$ cat config.mk
export PLATFORM = sky130hd
export DESIGN_NAME = pll_lock_sequencer
export DESIGN_NICKNAME = d
export VERILOG_FILES = /design/src/rtl/pll_lock_sequencer_pkg.sv /design/src/rtl/pll_lock_sequencer_sync2.sv /design/src/rtl/pll_lock_sequencer.sv
export SDC_FILE = /design/constraint.sdc
export NUM_CORES = 1
export LEC_CHECK = 0
export BUFFER_PORTS_ARGS = -buffer_cell sky130_fd_sc_hd__buf_4
export CAP_MARGIN = 20
export CORE_ASPECT_RATIO = 1.1
export CORE_MARGIN = 4
export CORE_UTILIZATION = 45
export DETAILED_ROUTE_END_ITERATION = 10
export GPL_TIMING_DRIVEN = 1
export PLACE_DENSITY = 0.66
export SYNTH_ARGS = -nofsm -noshare
export SYNTH_HDL_FRONTEND = slang
export SYNTH_SLANG_ARGS = --single-unit
$ cat constraint.sdc
create_clock -name clock -period 2.5 [get_ports clock]
set_input_delay 0.375 -clock clock [delete_from_list [all_inputs] [get_ports clock]]
set_output_delay 0.375 -clock clock [all_outputs]
set_load 0.02 [all_outputs]
$ cat src/rtl/pll_lock_sequencer_pkg.sv
// Shared types for the PLL lock sequencer: FSM state encoding and retry counter width.
package pll_lock_sequencer_pkg;

  localparam int RETRY_W = 4;

  typedef enum logic [2:0] {
    PLL_RST   = 3'd0,
    WAIT_LOCK = 3'd1,
    SETTLE    = 3'd2,
    RUN       = 3'd3,
    FAIL      = 3'd4
  } state_e;

endpackage

$ cat src/rtl/pll_lock_sequencer_sync2.sv
// Two-flop synchroniser for a single asynchronous status bit; clears to 0 on reset.
module pll_lock_sequencer_sync2 (
  input  logic clock,
  input  logic reset,
  input  logic i_async,
  output logic o_sync
);

  logic r_meta;
  logic r_sync;

  always_ff @(posedge clock or posedge reset) begin
    if (reset) begin
      r_meta <= 1'b0;
      r_sync <= 1'b0;
    end else begin
      r_meta <= i_async;
      r_sync <= r_meta;
    end
  end

  assign o_sync = r_sync;

endmodule

$ cat src/rtl/pll_lock_sequencer.sv
// PLL reset/lock sequencer: pulses PLL RESETB, waits for lock with timeout/retry, gates design reset.
// Optional macro PLL_BYPASS_FAIL_EN: in FAIL, bypass the PLL and release design reset after RST_CYCLES.
module pll_lock_sequencer
  import pll_lock_sequencer_pkg::*;
#(
  parameter int RST_CYCLES    = 16,
  parameter int LOCK_TIMEOUT  = 65536,
  parameter int SETTLE_CYCLES = 1024,
  parameter int MAX_RETRY     = 3,
  parameter int CNT_W         = 17
) (
  input  logic               clock,
  input  logic               reset,
  input  logic               pll_lock,
  output logic               pll_resetb,
  output logic               pll_bypass,
  output logic               design_reset,
  output logic               locked,
  output logic               failed,
  output logic [RETRY_W-1:0] retry_count,
  output logic               lock_lost
);

  localparam logic [CNT_W-1:0]   RST_LOAD    = CNT_W'(RST_CYCLES - 1);
  localparam logic [CNT_W-1:0]   TIMEOUT_LOAD = CNT_W'(LOCK_TIMEOUT - 1);
  localparam logic [CNT_W-1:0]   SETTLE_LOAD = CNT_W'(SETTLE_CYCLES - 1);
  localparam logic [RETRY_W-1:0] RETRY_MAX   = RETRY_W'(MAX_RETRY);

  logic               w_lockSync;
  state_e             r_state;
  state_e             w_stateNext;
  logic [CNT_W-1:0]   r_cnt;
  logic [CNT_W-1:0]   w_cntNext;
  logic [RETRY_W-1:0] r_retryCount;
  logic [RETRY_W-1:0] w_retryNext;
  logic [RETRY_W-1:0] w_retryInc;
  logic               w_lostNext;
  logic               w_pllResetbNext;
  logic               w_designResetNext;
  logic               r_pllResetb;
  logic               r_designReset;
  logic               r_locked;
  logic               r_failed;
  logic               r_lockLost;

  pll_lock_sequencer_sync2 u_lockSync (
    .clock   (clock),
    .reset   (reset),
    .i_async (pll_lock),
    .o_sync  (w_lockSync)
  );

  // Single down-counter, reloaded on every state entry; lock beats timeout on the cnt==0 cycle.
  always_comb begin
    w_stateNext = r_state;
    w_cntNext   = r_cnt;
    w_retryNext = r_retryCount;
    w_lostNext  = 1'b0;
    w_retryInc  = r_retryCount + RETRY_W'(1);
    case (r_state)
      PLL_RST: begin
        if (r_cnt == '0) begin
          w_stateNext = WAIT_LOCK;
          w_cntNext   = TIMEOUT_LOAD;
        end else begin
          w_cntNext = r_cnt - CNT_W'(1);
        end
      end
      WAIT_LOCK: begin
        if (w_lockSync) begin
          w_stateNext = SETTLE;
          w_cntNext   = SETTLE_LOAD;
        end else if (r_cnt == '0) begin
          w_retryNext = w_retryInc;
          w_cntNext   = RST_LOAD;
          w_stateNext = (w_retryInc == RETRY_MAX) ? FAIL : PLL_RST;
        end else begin
          w_cntNext = r_cnt - CNT_W'(1);
        end
      end
      SETTLE: begin
        if (!w_lockSync) begin
          w_stateNext = WAIT_LOCK;
          w_cntNext   = TIMEOUT_LOAD;
        end else if (r_cnt == '0) begin
          w_stateNext = RUN;
          w_cntNext   = '0;
        end else begin
          w_cntNext = r_cnt - CNT_W'(1);
        end
      end
      RUN: begin
        if (!w_lockSync) begin
          w_stateNext = PLL_RST;
          w_cntNext   = RST_LOAD;
          w_retryNext = '0;
          w_lostNext  = 1'b1;
        end
      end
      FAIL: begin
        if (r_cnt != '0) begin
          w_cntNext = r_cnt - CNT_W'(1);
        end
      end
      default: begin
        w_stateNext = PLL_RST;
        w_cntNext   = RST_LOAD;
      end
    endcase
  end

  // Output values for the coming cycle, derived from the next state so outputs track the state register.
  always_comb begin
    w_pllResetbNext   = (w_stateNext != PLL_RST);
    w_designResetNext = (w_stateNext != RUN);
`ifdef PLL_BYPASS_FAIL_EN
    if (w_stateNext == FAIL) begin
      w_pllResetbNext = 1'b0;
    end
    if ((r_state == FAIL) && (r_cnt == '0)) begin
      w_designResetNext = 1'b0;
    end
`endif
  end

  always_ff @(posedge clock or posedge reset) begin
    if (reset) begin
      r_state       <= PLL_RST;
      r_cnt         <= RST_LOAD;
      r_retryCount  <= '0;
      r_pllResetb   <= 1'b0;
      r_designReset <= 1'b1;
      r_locked      <= 1'b0;
      r_failed      <= 1'b0;
      r_lockLost    <= 1'b0;
    end else begin
      r_state       <= w_stateNext;
      r_cnt         <= w_cntNext;
      r_retryCount  <= w_retryNext;
      r_pllResetb   <= w_pllResetbNext;
      r_designReset <= w_designResetNext;
      r_locked      <= (w_stateNext == RUN);
      r_failed      <= (w_stateNext == FAIL);
      r_lockLost    <= w_lostNext;
    end
  end

`ifdef PLL_BYPASS_FAIL_EN
  logic r_pllBypass;

  always_ff @(posedge clock or posedge reset) begin
    if (reset) begin
      r_pllBypass <= 1'b0;
    end else begin
      r_pllBypass <= (w_stateNext == FAIL);
    end
  end

  assign pll_bypass = r_pllBypass;
`else
  assign pll_bypass = 1'b0;
`endif

  assign pll_resetb   = r_pllResetb;
  assign design_reset = r_designReset;
  assign locked       = r_locked;
  assign failed       = r_failed;
  assign retry_count  = r_retryCount;
  assign lock_lost    = r_lockLost;

endmodule

After elaboration in Yosys (flattened, before gate mapping)
Index checks and enable logic that the tools add are counted.
{"block": "classes", "n_addsub": 2, "eq_ne": 12, "muxes": 22, "n_reduce_logical": 7}
{"operator": "two-way mux 17 bit", "count": 7}
{"operator": "case mux 17 bit (5 select lines)", "count": 1}
{"operator": "two-way mux 3 bit", "count": 7}
{"operator": "logical NOT 17 bit", "count": 1}
{"operator": "nonzero test 17 bit", "count": 1}
{"operator": "subtractor 17 x 1 -> 17 bit, second input constant", "count": 1}
{"operator": "case mux 3 bit (5 select lines)", "count": 1}
{"operator": "two-way mux 4 bit", "count": 3}
{"operator": "== test 3 x 2 -> 1 bit, second input constant", "count": 3}
{"operator": "inequality test 2 bit, second input constant", "count": 4}
{"operator": "case mux 4 bit (2 select lines)", "count": 1}
{"operator": "== test 3 bit, second input constant", "count": 2}
{"operator": "adder 4 x 1 -> 4 bit, second input constant", "count": 1}
{"operator": "== test 4 x 2 -> 1 bit, second input constant", "count": 1}
{"operator": "AND reduction 4 bit", "count": 1}
{"operator": "== test 3 x 1 -> 1 bit, second input constant", "count": 1}
{"operator": "logical NOT 3 bit", "count": 1}
{"operator": "inequality test 3 x 2 -> 1 bit, second input constant", "count": 1}
{"operator": "nonzero test 3 bit", "count": 1}
{"operator": "two-way mux 1 bit", "count": 2}
{"operator": "AND reduction 2 bit", "count": 1}
{"operator": "nonzero test 2 bit", "count": 1}
{"block": "totals", "register_bits": 31, "in_bits": 3, "output_inout_bits": 10, "word_cells": 53}

Depth between registers and ports, before layout
{"block": "logic_depth", "depth_word": 7, "depth_mapped": 10, "mapped_depth_nobuf": 7}

Modules after synthesis
Synthesis repeated with hierarchy kept, for this count alone.
{"block": "hier_totals", "hier_cells": 261, "area_unflattened_um2": 2153.3}
{"mod": "pll_lock_sequencer", "n_inst": 1, "cells_per_inst": 258, "area_each_um2": 2099.5, "seq_area_each_um2": 732.0}
{"mod": "pll_lock_sequencer_sync2", "n_inst": 1, "cells_per_inst": 3, "area_each_um2": 53.8, "seq_area_each_um2": 50.0}

Least setup slack after synthesis
Ideal clock, no wire load.
{"block": "synth_path", "path_kind": "register -> register", "from": "reg r_cnt[0]", "to": "reg r_retryCount[3] (netlist: retry_count[3])", "setup_ns": 0.121, "t_arrival_ns": 2.378, "t_required_ns": 2.379, "slack_ns": 0.001, "stages_incl_launch_ff": 11, "path_buffers": 3, "period_less_slack_ns": 2.499, "path_cell_list": "dfstp_2 > inv_1 > ha_1 > or4b_1 > clkbuf_2 > or4_1 > buf_2 > buf_4 > o21ai_0 > o41ai_1 > a22o_1"}
{"block": "synth_between", "elab_chain_len": 3}
{"item": "start, declared", "line": "pll_lock_sequencer.sv:32", "rtl": "logic [CNT_W-1:0] r_cnt;"}
{"item": "start signal, assigned", "line": "pll_lock_sequencer.sv:138", "rtl": "r_cnt <= w_cntNext;"}
{"item": "logical NOT 17 bit", "line": "pll_lock_sequencer.sv:73", "rtl": "end else if (r_cnt == '0) begin"}
{"item": "inequality test 2 bit (no line)"}
{"item": "AND reduction 4 bit (no line)"}
{"item": "end signal, assigned", "line": "pll_lock_sequencer.sv:139", "rtl": "r_retryCount <= w_retryNext;"}
{"item": "end, declared", "line": "pll_lock_sequencer.sv:34", "rtl": "logic [RETRY_W-1:0] r_retryCount;"}
No other way between the ends.
A chain may end at the register's enable or synchronous reset.

Final worst setup path
{"block": "layout_path", "from": "reg r_cnt[1]", "to": "reg r_cnt[5]"}
{"block": "layout_between", "elab_chain_len": 4, "elab_cells_between_ends": 12, "cone_classes": "1 x add/sub; 1 x eq/ne; 7 x mux; 3 x reduce/logical"}
{"item": "subtractor 17 x 1 -> 17 bit / logical NOT 17 bit (equally long branches)"}
{"item": "two-way mux 17 bit (on tied branches)", "line": "pll_lock_sequencer.sv:85, pll_lock_sequencer.sv:73"}
{"item": "two-way mux 17 bit (on tied branches)", "line": "pll_lock_sequencer.sv:82, pll_lock_sequencer.sv:70"}
{"item": "case mux 17 bit (5 select lines)", "line": "pll_lock_sequencer.sv:60", "rtl": "case (r_state)"}
Parallel ways exist; a longest one is shown, timed or not. The select of a mux whose other input is x is not followed.

==> impl.org <==
** Drt
- After detailed routing, the average wire length per cell comes to 17.82 um.
- Antenna violation net count after detailed routing :: 0
- Count of unresolved DRC violations after routing :: 0
- Pre-Repair DR Iteration Count :: 5
- DRT iter0 DRCs :: 224
- In the routed layout, each cell is associated on average with a via count of 6.318.
- Overall via count from detail_route :: 2,129
- Summed over all layers, the routed wires come to 6.004 mm.

** Setup path
- The worst setup path is of the reg2reg kind.
- At the worst endpoint, the arrival time is 2.57 ns.
- The critical path goes through inv_1, ha_1, or4b_1, buf_4, nor4_4, buf_6, a21oi_1, a211o_1, o221ai_1.
- STA puts the critical path data required time at 2.70 ns.
- Worst reg2reg path endpoint :: r_cnt[5]
- In this design, the stage delay of the slowest critical-path cell is 0.46 ns.
- The worst register-to-register path has a setup slack of 0.12 ns.
- The startpoint identified for the worst register-to-register timing path is r_cnt[1].
- CP endpoint kind :: register
- Counting cells, the worst reg-to-reg path comes to 9.
- In this run the worst path has a maximum fanout of 11.
- Critical Path Start Type :: register
- The largest individual stage delay along the critical path comes from the cell sky130_fd_sc_hd__or4b_1.

** Global routing
- Global-route wire length before repair :: 10.01 mm
- Overflow left after global routing :: 0
- All-Layer GR Usage :: 0.2256
- Vias in the first global route :: 2,030
- Largest net degree at the start of global routing :: 32
- Initial antenna violation count :: 0

** STA
- After routing, the total negative slack on setup checks comes to 0 ns.
- Max Slew Vio Count :: 0
- Timing would allow up to 421.0 MHz.
- Measured against its own limit, the worst slew margin works out to 0.5177.
- Setup violations remaining at the end of the flow were counted as 0.
- The worst path in the final design needs a cycle of 2.375 ns, including I/O delays and setup.
- Actual transition at the worst max-transition pin :: 0.7191 ns
- The worst path meets setup with 0.1246 ns of slack.
- The final hold violation count was 0.
- On the final layout, the worst clock skew is 0.008984 ns.
- Final period util :: 0.9502

** Cells and area
- Share of final-layout standard cells stronger than drive strength 1 :: 0.2580
- Number of antenna repair diodes :: 0
- # fillers :: 388
- The area growth from synthesis to layout is 25.24%.
- The net count of the finished layout is 288.

** Power and ir drop
- Cell-internal power :: 0.001363 W
- Of the total power, the clock network draws 0.246.
- Gate power share :: 0.386
- Sw frac :: 0.3606
- Overall power consumption after layout is estimated at 0.002131 W.
- Power share of the sequential group :: 0.368
- Leak :: 1.056 nW
- Max rail drop VDD :: 0.4472 mV
- In this run the power density over the cells is 829.3 nW/um^2.
- Sw power :: 0.0007685 W

** Logic synthesis
- In this run the cell area of the synthesized design comes to 2052 sq um.
- Post-Syn Area per Cell :: 8.143 sq um
- Count of mapped cells out of synthesis :: 252
- Ys Warns :: 0
- Ys flop type :: sky130_fd_sc_hd__dfrtp_1
- After synthesis, the share of flip-flops with an asynchronous set or reset is 1.000.
- Post-synth EDFFs :: 0
- Count of state elements after synthesis :: 31
- Number of distinct library cell variants in the gate-level netlist after synthesis :: 56
- Synthesis produced a netlist with a net count of 258.
- Of the synthesized area, sequential elements account for 0.3811.

** Clock tree
- Clock insertion delay at the later pin of the skew report :: 0.29 ns
- # clock sinks :: 31
- Maximum buffer depth of the clock tree :: 2
- TritonCTS clock tree :: yes
- The tree is rooted in a sky130_fd_sc_hd__clkbuf_8.
- Hold repair after CTS inserted 0 buffers.
- H-tree levels :: 2
- Clock transition at path regs :: 0.07 ns
- The number of clock buffers added by TritonCTS is 5.

** Floorplanning
- Number of primary I/O pins :: 13
- Die span in x :: 72.39 um
- Vertical die dimension :: 78.82 um
- The floorplan step defined a core boundary enclosing 4348 sq um.
- For this configuration, the core starts out at a cell density of 0.4719.
- The die covers 5705 sq um.
- After floorplanning, the core was divided into 25 placement rows.

** Status
- The flow ran to the end, and the final reports show no timing, DRC or antenna violations.

** Placed design
- PortBufs :: 11
- Final GP Congestion :: 0.9521
- Final HPWL from detailed placement :: 4.319 mm
- Prior to clock tree synthesis, the placed netlist has a worst setup slack of -0.01416 ns.

** Run
- Across the run, the number of max-cap violations was 0.

** Hold path
- The min-delay analysis places its worst path in the category in2async.
[cell usage in the layout (no fill, tap or decap), types with 2 or more instances in the layout]
cell type,netlist,layout
sky130_fd_sc_hd__nor3b_1,2,2
sky130_fd_sc_hd__o21a_1,2,2
sky130_fd_sc_hd__and2_1,2,2
sky130_fd_sc_hd__or4_4,0,2
sky130_fd_sc_hd__clkbuf_8,0,6
sky130_fd_sc_hd__a21oi_1,15,14
sky130_fd_sc_hd__a21boi_0,3,3
sky130_fd_sc_hd__a31oi_1,3,2
sky130_fd_sc_hd__nor2_1,29,28
sky130_fd_sc_hd__inv_1,11,11
sky130_fd_sc_hd__buf_4,2,40
sky130_fd_sc_hd__or4_1,5,3
sky130_fd_sc_hd__a221oi_1,2,2
sky130_fd_sc_hd__nand3_1,9,9
sky130_fd_sc_hd__o211ai_1,8,8
sky130_fd_sc_hd__dfrtp_1,26,26
sky130_fd_sc_hd__ha_1,3,3
sky130_fd_sc_hd__nor3_1,8,7
sky130_fd_sc_hd__nand2b_1,3,3
sky130_fd_sc_hd__nor4_2,0,2
sky130_fd_sc_hd__nand2_1,16,16
sky130_fd_sc_hd__o21ai_0,26,25
sky130_fd_sc_hd__nor4_1,8,5
sky130_fd_sc_hd__o31ai_1,4,3
sky130_fd_sc_hd__xnor2_1,4,4
sky130_fd_sc_hd__o221ai_1,2,2
sky130_fd_sc_hd__dfstp_2,5,5
sky130_fd_sc_hd__nand4_1,6,6
sky130_fd_sc_hd__or3_1,3,3
[how the worst max path moves through the flow]
stage / from / end / slack (ns) / cells past startpoint
final: r_cnt[1] / r_cnt[5] / 0.12 / 9
after global placement: r_cnt[1] / r_cnt[14] / 0.004 / 8
after CTS: r_cnt[10] / r_cnt[5] / 0.001 / 6
after floorplan: r_cnt[0] / retry_count[3] / 0.001 / 10
after detailed placement: r_cnt[1] / r_cnt[14] / -0.01 / 8
after global routing: r_cnt[1] / r_cnt[10] / -0.009 / 9
[metrics by stage]
stage | area, sq um | hold slack, ns | util | instances
after global routing | 2570 | 0.1835 | 0.5911 | 337
after floorplan | 2052 | 0.3312 | - | 252
final | 2570 | 0.1675 | 0.5911 | 337
after global placement | 2340 | 0.3389 | 0.5381 | 328
after detailed placement | 2340 | 0.3412 | 0.5381 | 328
after CTS | 2472 | 0.1886 | 0.5686 | 336
[cells in the mapped netlist (2+ instances only)]
cell / count / area share
sky130_fd_sc_hd__a2111oi_0: 2 / 0.0085
sky130_fd_sc_hd__nor3_1: 8 / 0.020
sky130_fd_sc_hd__buf_2: 3 / 0.0073
sky130_fd_sc_hd__or4_1: 5 / 0.018
sky130_fd_sc_hd__o221ai_1: 2 / 0.0085
sky130_fd_sc_hd__o21a_1: 2 / 0.0073
sky130_fd_sc_hd__nand2b_1: 3 / 0.0091
sky130_fd_sc_hd__buf_4: 2 / 0.0073
sky130_fd_sc_hd__ha_1: 3 / 0.018
sky130_fd_sc_hd__o31ai_1: 4 / 0.015
sky130_fd_sc_hd__and2_1: 2 / 0.0061
sky130_fd_sc_hd__nor2_1: 29 / 0.053
sky130_fd_sc_hd__o211ai_1: 8 / 0.029
sky130_fd_sc_hd__o21ai_0: 26 / 0.063
sky130_fd_sc_hd__a31oi_1: 3 / 0.0091
sky130_fd_sc_hd__nor4_1: 8 / 0.024
sky130_fd_sc_hd__xor2_1: 2 / 0.0085
sky130_fd_sc_hd__xnor2_1: 4 / 0.017
sky130_fd_sc_hd__dfrtp_1: 26 / 0.32
sky130_fd_sc_hd__nand2_1: 16 / 0.029
sky130_fd_sc_hd__nand3_1: 9 / 0.022
sky130_fd_sc_hd__nor3b_1: 2 / 0.0073
sky130_fd_sc_hd__inv_1: 11 / 0.020
sky130_fd_sc_hd__a21boi_0: 3 / 0.011
sky130_fd_sc_hd__clkbuf_1: 11 / 0.020
sky130_fd_sc_hd__a221oi_1: 2 / 0.0085
sky130_fd_sc_hd__or3_1: 3 / 0.0091
sky130_fd_sc_hd__nand4_1: 6 / 0.018
sky130_fd_sc_hd__dfstp_2: 5 / 0.064
sky130_fd_sc_hd__a21oi_1: 15 / 0.037
sky130_fd_sc_hd__o41ai_1: 2 / 0.0085
[power groups by stage]
stage               Clock [W]  Sequential (W)  Combinational, W
floorplan                   0        0.000774          0.000451
global placement            0        0.000777          0.000755
detailed placement          0        0.000779          0.000760
CTS                  0.000527        0.000771          0.000768
global route         0.000562        0.000793          0.000912
finish               0.000525        0.000784          0.000822
[routing by layer]
layer  GRT usage  vias up  wire, um
met5           0        -         0
met4      0.1218        0       236
met3     0.04177       25       425
met2      0.3525      103      2788
met1      0.2930     1007      2554
li1            -      994         -
[area by class of cell]
class / instances / area, sq um / area share
Clock buffer: 6 / 82.58 / 0.03213
Clock inverter: 2 / 35.03 / 0.01363
Inverter: 11 / 41.29 / 0.01607
Multi-Input combinational cell: 192 / 1250 / 0.4864
Sequential cell: 31 / 782.0 / 0.3043
Tap cell: 54 / 67.56 / 0.02629
Timing Repair Buffer: 41 / 311.5 / 0.1212
[worst max-delay path: cells and delay by family (launching register included)]
family	cells	cell delay (ns)
adders and majority gates	1	0.15
AOI/OAI and AO/OA	3	0.57
buffers and inverters	3	0.43
and+or+nand+nor	2	0.74
DFF	1	0.38
[flip-flops by register name (all words and copies together), names as in the netlist]
signal             count
r_cnt                 17
retry_count            4
r_state                3
design_reset           1
failed                 1
lock_lost              1
locked                 1
pll_resetb             1
u_lockSync.o_sync      1
u_lockSync.r_meta      1
[cell families after synthesis]
logic type               share of synthesized area
flip-flops                                  0.3811
AO/OA/AOI/OAI                               0.2573
buffers and inverters                      0.05914
AND/OR/NAND/NOR                             0.2518
XOR/XNOR                                   0.02561
multiplexers                              0.004878
adder cells (fa/ha/maj)                    0.01829
other                                     0.001828
[repair_timing]
item,CTS,global route
pin swaps,0,5
setup endpoints to repair,6,18
buffers inserted,0,1
resized for setup,3,16
gates cloned,0,0
Note: power is estimated with default switching activity, not from simulation.
